### src/rtl/instr_pkg.sv
// Shared encoding constants and FSM state type for the instruction encoder.
package instr_pkg;

    // Major opcodes
    localparam logic [6:0] OPC_LOAD   = 7'b0000011;
    localparam logic [6:0] OPC_STORE  = 7'b0100011;
    localparam logic [6:0] OPC_OPIMM  = 7'b0010011;
    localparam logic [6:0] OPC_BRANCH = 7'b1100011;

    // funct3 values
    localparam logic [2:0] F3_H   = 3'b001;
    localparam logic [2:0] F3_AND = 3'b111;
    localparam logic [2:0] F3_BNE = 3'b001;

    // Operation select codes on the op input
    localparam logic [1:0] OP_LH   = 2'd0;
    localparam logic [1:0] OP_SH   = 2'd1;
    localparam logic [1:0] OP_ANDI = 2'd2;
    localparam logic [1:0] OP_BNE  = 2'd3;

    typedef enum logic [1:0] {
        StIdle,
        StRun,
        StDrain
    } state_e;

endpackage

### src/rtl/imm_pack.sv
// Combinational packer: builds an I/S/B-format word from decoded fields and
// reports whether the immediate fits its field without truncation.
module imm_pack
    import instr_pkg::*;
(
    input  logic [1:0]  op,
    input  logic [4:0]  rd,
    input  logic [4:0]  rs1,
    input  logic [4:0]  rs2,
    input  logic [31:0] imm,
    output logic [31:0] instr,
    output logic        range_ok
);

    localparam logic signed [31:0] IMM12_MIN = -32'sd2048;
    localparam logic signed [31:0] IMM12_MAX = 32'sd2047;
    localparam logic signed [31:0] BOFF_MIN  = -32'sd4096;
    localparam logic signed [31:0] BOFF_MAX  = 32'sd4094;

    logic signed [31:0] simm;
    logic               fits_12;
    logic               fits_b;

    assign simm    = imm;
    assign fits_12 = (simm >= IMM12_MIN) && (simm <= IMM12_MAX);
    // Branch offsets are halfword-granular, so bit 0 must be clear.
    assign fits_b  = (simm >= BOFF_MIN) && (simm <= BOFF_MAX) && !imm[0];

    // Field packing per operation; unused register ports pass through unmasked.
    always_comb begin
        instr    = 32'h0;
        range_ok = 1'b1;
        unique case (op)
            OP_LH: begin
                instr    = {imm[11:0], rs1, F3_H, rd, OPC_LOAD};
                range_ok = fits_12;
            end
            OP_SH: begin
                instr    = {imm[11:5], rs2, rs1, F3_H, imm[4:0], OPC_STORE};
                range_ok = fits_12;
            end
            OP_ANDI: begin
                instr    = {imm[11:0], rs1, F3_AND, rd, OPC_OPIMM};
                range_ok = fits_12;
            end
            OP_BNE: begin
                instr    = {imm[12], imm[10:5], rs2, rs1, F3_BNE, imm[4:1], imm[11], OPC_BRANCH};
                range_ok = fits_b;
            end
            default: begin
                instr    = 32'h0;
                range_ok = 1'b1;
            end
        endcase
    end

endmodule

### src/rtl/instr_encoder.sv
// Instruction encoder: accepts field bundles, packs them into RISC-V words and
// streams them to instruction memory at incrementing byte addresses.
// Optional macro IMM_RANGE_CHECK_EN: reject bundles whose immediate does not
// fit its field and count them in err_count; otherwise immediates truncate.
module instr_encoder
    import instr_pkg::*;
#(
    parameter int unsigned ADDR_W = 32,
    parameter int unsigned CNT_W  = 8
) (
    input  logic              clk,
    input  logic              reset,
    input  logic              start,
    input  logic [ADDR_W-1:0] base_addr,
    input  logic [CNT_W-1:0]  num_instr,
    input  logic              in_valid,
    output logic              in_ready,
    input  logic [1:0]        op,
    input  logic [4:0]        rd,
    input  logic [4:0]        rs1,
    input  logic [4:0]        rs2,
    input  logic [31:0]       imm,
    output logic              out_valid,
    input  logic              out_ready,
    output logic [31:0]       out_instr,
    output logic [ADDR_W-1:0] out_addr,
    output logic              busy,
    output logic              done,
    output logic [CNT_W-1:0]  err_count
);

    state_e            state_q, state_d;
    logic [ADDR_W-1:0] addr_ptr_q;
    logic [CNT_W-1:0]  remaining_q;
    logic              out_valid_q;
    logic [31:0]       out_instr_q;
    logic [ADDR_W-1:0] out_addr_q;
    logic              done_q, done_d;

    logic [31:0]       packed_instr;
    logic              range_ok;
    logic              accept;
    logic              out_fire;
    logic              emit;
    logic              start_run;

    imm_pack u_imm_pack (
        .op       (op),
        .rd       (rd),
        .rs1      (rs1),
        .rs2      (rs2),
        .imm      (imm),
        .instr    (packed_instr),
        .range_ok (range_ok)
    );

    assign accept    = in_valid && in_ready;
    assign out_fire  = out_valid_q && out_ready;
    assign start_run = (state_q == StIdle) && start;

`ifdef IMM_RANGE_CHECK_EN
    logic [CNT_W-1:0] err_count_q;

    // A rejected bundle still consumes a slot in the run but emits nothing.
    assign emit = accept && range_ok;

    // Per-run saturating count of rejected bundles
    always_ff @(posedge clk or posedge reset) begin
        if (reset) begin
            err_count_q <= '0;
        end else if (start_run) begin
            err_count_q <= '0;
        end else if (accept && !range_ok && (err_count_q != '1)) begin
            err_count_q <= err_count_q + CNT_W'(1);
        end
    end

    assign err_count = err_count_q;
`else
    logic unused_range_ok;

    assign unused_range_ok = range_ok;
    assign emit            = accept;
    assign err_count       = '0;
`endif

    // State register
    always_ff @(posedge clk or posedge reset) begin
        if (reset) begin
            state_q <= StIdle;
        end else begin
            state_q <= state_d;
        end
    end

    // Next-state logic
    always_comb begin
        state_d = state_q;
        unique case (state_q)
            StIdle: begin
                if (start) begin
                    state_d = (num_instr == '0) ? StDrain : StRun;
                end
            end
            StRun: begin
                if (accept && (remaining_q == CNT_W'(1))) begin
                    state_d = StDrain;
                end
            end
            StDrain: begin
                if (!out_valid_q || out_ready) begin
                    state_d = StIdle;
                end
            end
            default: state_d = StIdle;
        endcase
    end

    // FSM outputs; done is registered so it pulses the cycle after the run empties
    always_comb begin
        in_ready = 1'b0;
        busy     = 1'b0;
        done_d   = 1'b0;
        unique case (state_q)
            StRun: begin
                busy     = 1'b1;
                in_ready = (remaining_q != '0) && (!out_valid_q || out_ready);
            end
            StDrain: begin
                busy   = 1'b1;
                done_d = !out_valid_q || out_ready;
            end
            default: begin
                in_ready = 1'b0;
                busy     = 1'b0;
                done_d   = 1'b0;
            end
        endcase
    end

    // Run address pointer and remaining-word counter
    always_ff @(posedge clk or posedge reset) begin
        if (reset) begin
            addr_ptr_q  <= '0;
            remaining_q <= '0;
        end else if (start_run) begin
            addr_ptr_q  <= base_addr;
            remaining_q <= num_instr;
        end else begin
            if (emit) begin
                addr_ptr_q <= addr_ptr_q + ADDR_W'(4);
            end
            if (accept) begin
                remaining_q <= remaining_q - CNT_W'(1);
            end
        end
    end

    // Output stage: load on emit (even while handshaking), clear valid on drain
    always_ff @(posedge clk or posedge reset) begin
        if (reset) begin
            out_valid_q <= 1'b0;
            out_instr_q <= '0;
            out_addr_q  <= '0;
        end else if (emit) begin
            out_valid_q <= 1'b1;
            out_instr_q <= packed_instr;
            out_addr_q  <= addr_ptr_q;
        end else if (out_fire) begin
            out_valid_q <= 1'b0;
        end
    end

    // Done pulse register
    always_ff @(posedge clk or posedge reset) begin
        if (reset) begin
            done_q <= 1'b0;
        end else begin
            done_q <= done_d;
        end
    end

    assign out_valid = out_valid_q;
    assign out_instr = out_instr_q;
    assign out_addr  = out_addr_q;
    assign done      = done_q;

endmodule

### config.mk
export PLATFORM = sky130hd
export DESIGN_NAME = instr_encoder
export DESIGN_NICKNAME = d
export VERILOG_FILES = /design/src/rtl/instr_pkg.sv /design/src/rtl/imm_pack.sv /design/src/rtl/instr_encoder.sv
export SDC_FILE = /design/constraint.sdc
export NUM_CORES = 1
export LEC_CHECK = 0
export CAP_MARGIN = 5
export CORE_MARGIN = 5
export CORE_UTILIZATION = 49
export CTS_BUF_LIST = sky130_fd_sc_hd__clkbuf_2 sky130_fd_sc_hd__clkbuf_4 sky130_fd_sc_hd__clkbuf_8
export CTS_CLUSTER_DIAMETER = 120
export DETAILED_ROUTE_END_ITERATION = 10
export PLACE_DENSITY = 0.84
export SYNTH_ARGS = -nofsm -noshare
export SYNTH_HDL_FRONTEND = slang
export SYNTH_HIERARCHICAL = 1
export SYNTH_SLANG_ARGS = --single-unit
### constraint.sdc
create_clock -name clk -period 4.5 [get_ports clk]
set_input_delay 1.35 -clock clk [delete_from_list [all_inputs] [get_ports clk]]
set_output_delay 1.35 -clock clk [all_outputs]
set_load 0.02 [all_outputs]
==> flow_summary.json <==
{
  "status": "complete, no violations",
  "drv_cap": 0,
  "via_count": 4204,
  "power_density_nw_per_um2": 670,
  "place_ws_ns": 0.408,
  "io_buffer_count": 142,
  "swShare_pct": 38.6,
  "grt.total_usage_pct": 21.0,
  "clockPowerShare_pct": 14.2,
  "p_switching_w": 0.00181,
  "cts_max_level": 3,
  "cts_buffers": 9,
  "die_y_um": 114,
  "hold_ws_ns": 0.494,
  "yosysWarnings": 6,
  "fin_cells": 759,
  "grt_max_degree": 70,
  "drcViolationCount": 0,
  "avgSynthCellArea_sq_um": 10.9,
  "clock_latency_ns": 0.38,
  "p_int_w": 0.00288,
  "timing.fmax_mhz": 244,
  "setup.worst_path.start_class": "primary input",
  "sequentialPowerShare_pct": 38.6,
  "drive_above_1_share_pct": 16.8,
  "cts_tree": "done",
  "cp_max_fo": 2,
  "holdCritPathClass": "reg2reg",
  "skew_ns": 0.0135,
  "setup_tns_ns": 0,
  "tightest_slew_ns": 0.857,
  "cts.clk_slew.worst_paths_ns": 0.10,
  "cpMaxStageDelayCell": "clkdlybuf4s50_1",
  "post-route-min-period_ns": 4.09,
  "setup_slack_ns": 0.409,
  "slowest_delay_ns": 0.62,
  "die_w_um": 114,
  "via_per_inst": 5.54,
  "cts_sinks": 108,
  "hold_viol": 0,
  "drt_iter0_markers": 241,
  "cts_hold_buf": 0,
  "grt.overflow.total": 0,
  "drt_wl_total_um": 13300,
  "syn_area_sq_um": 5320,
  "die_area_sq_um": 13000,
  "routabilityCongestion": 0.825,
  "peakVddDrop_mv": 0.317,
  "power_leakage_nw": 2.85,
  "area_growth_pct": 31.3,
  "cp_data_required_time_ns": 3.15,
  "nets": 715,
  "num_rows": 38,
  "finish.utilization_pct": 65.1,
  "cts.repair.resized": 0,
  "grt_pass1_vias": 4314,
  "cp-end-kind": "output port",
  "cts_setup_buffers": 0,
  "core_area_sq_um": 10700,
  "antennaDiodeCount": 0,
  "cp_top_family": "buffers and inverters",
  "arrival_ns": 2.74,
  "path_cells": "clkdlybuf4s50_1 > nand2b_1 > and3_1 > clkdlybuf4s50_1",
  "drt_pass1_iterations": 5,
  "syn_inst": 490,
  "root_buffer": "clkbuf_8",
  "placedCellCount": 743,
  "wire_per_inst_um": 17.6,
  "hpwlAfterDp_um": 9940,
  "cpMostUsedCell": "clkdlybuf4s50_1",
  "start_util_pct": 49.5,
  "grt_pass1_wl_um": 21700,
  "period_share_pct": 90.9,
  "path_buf_inv": 2,
  "drtAntennaViolNets": 0,
  "combPwrFrac_pct": 47.3,
  "grt_antenna_before_repair": 0,
  "max-clock-path-buffers": 2,
  "maxSlewViolCount": 0,
  "relSlewSlack_pct": 42.9,
  "criticalPathCategory": "in2out",
  "ios": 170,
  "setup_viol": 0,
  "rsz0062_at_grt": "false"
}
-- layout by cell type, fill, tap and decap left out, types with 11 or more instances in the layout --
master,count
conb_1,13
xor2_1,11
clkdlybuf4s50_1,142
inv_1,11
o21ai_0,32
mux2_2,70
nand3_1,13
a31oi_1,11
dfrtp_1,108
xnor2_1,12
nand2_1,52
nand4_1,11
nor2_1,19
-- per-stage QoR --
step	instance area [sq um]	total power [W]
final	6990	0.00469
after global routing	6990	0.00497
after CTS	6990	0.00472
after detailed placement	6770	0.00405
after global placement	6770	0.00395
after floorplan	5360	0.00305
-- worst paths after layout --
kind	startpoint	endpoint	slack [ns]	cells after the start
max	out_ready	in_ready	0.41	4
min	out_addr[20]	out_addr[20]	0.49	2
max reg2reg	remaining_q[2]	out_addr[29]	1.87	6
min reg2reg	out_addr[20]	out_addr[20]	0.49	2
max in group asynchronous	reset	out_instr[14]	2.12	3
min in group asynchronous	reset	out_instr[17]	1.50	2
-- area by class of cell --
class	count	area (sq um)
clock inverters	6	87.6
fillers	877	3750
inverters	12	47.5
clock buffers	10	138
flip-flops and latches	108	2700
well taps	140	175
repair buffers	153	1520
multi-input cells	330	2320
-- per-layer routing --
metal	global-route usage (%)	part of all wire, %
met5	0	0
met2	36.4	52
met1	26.1	39
met4	8.39	2.9
met3	3.65	5.7
-- power by group through the flow --
stage          Sequential, W  Combinational [W]  Clock (W)
2_1_floorplan        0.00211           0.000941          0
3_3_place_gp         0.00179            0.00216          0
3_5_place_dp         0.00183            0.00222          0
4_1_cts              0.00181            0.00224   0.000674
5_1_grt              0.00188            0.00238   0.000710
6_report             0.00181            0.00222   0.000665
-- flip-flops by register name (all words and copies together), names as in the netlist --
signal,flops
addr_ptr_q,32
done,1
out_addr,32
out_instr,32
out_valid,1
remaining_q,8
state_q,2
-- tightest hold or removal path, delay by kind of cell (launching register included) --
kind / cells / cell delay (ns)
AO/OA/AOI/OAI: 1 / 0.06
AND/OR/NAND/NOR: 1 / 0.05
flip-flops: 1 / 0.36
No activity file was read; power rests on OpenSTA's default activity.
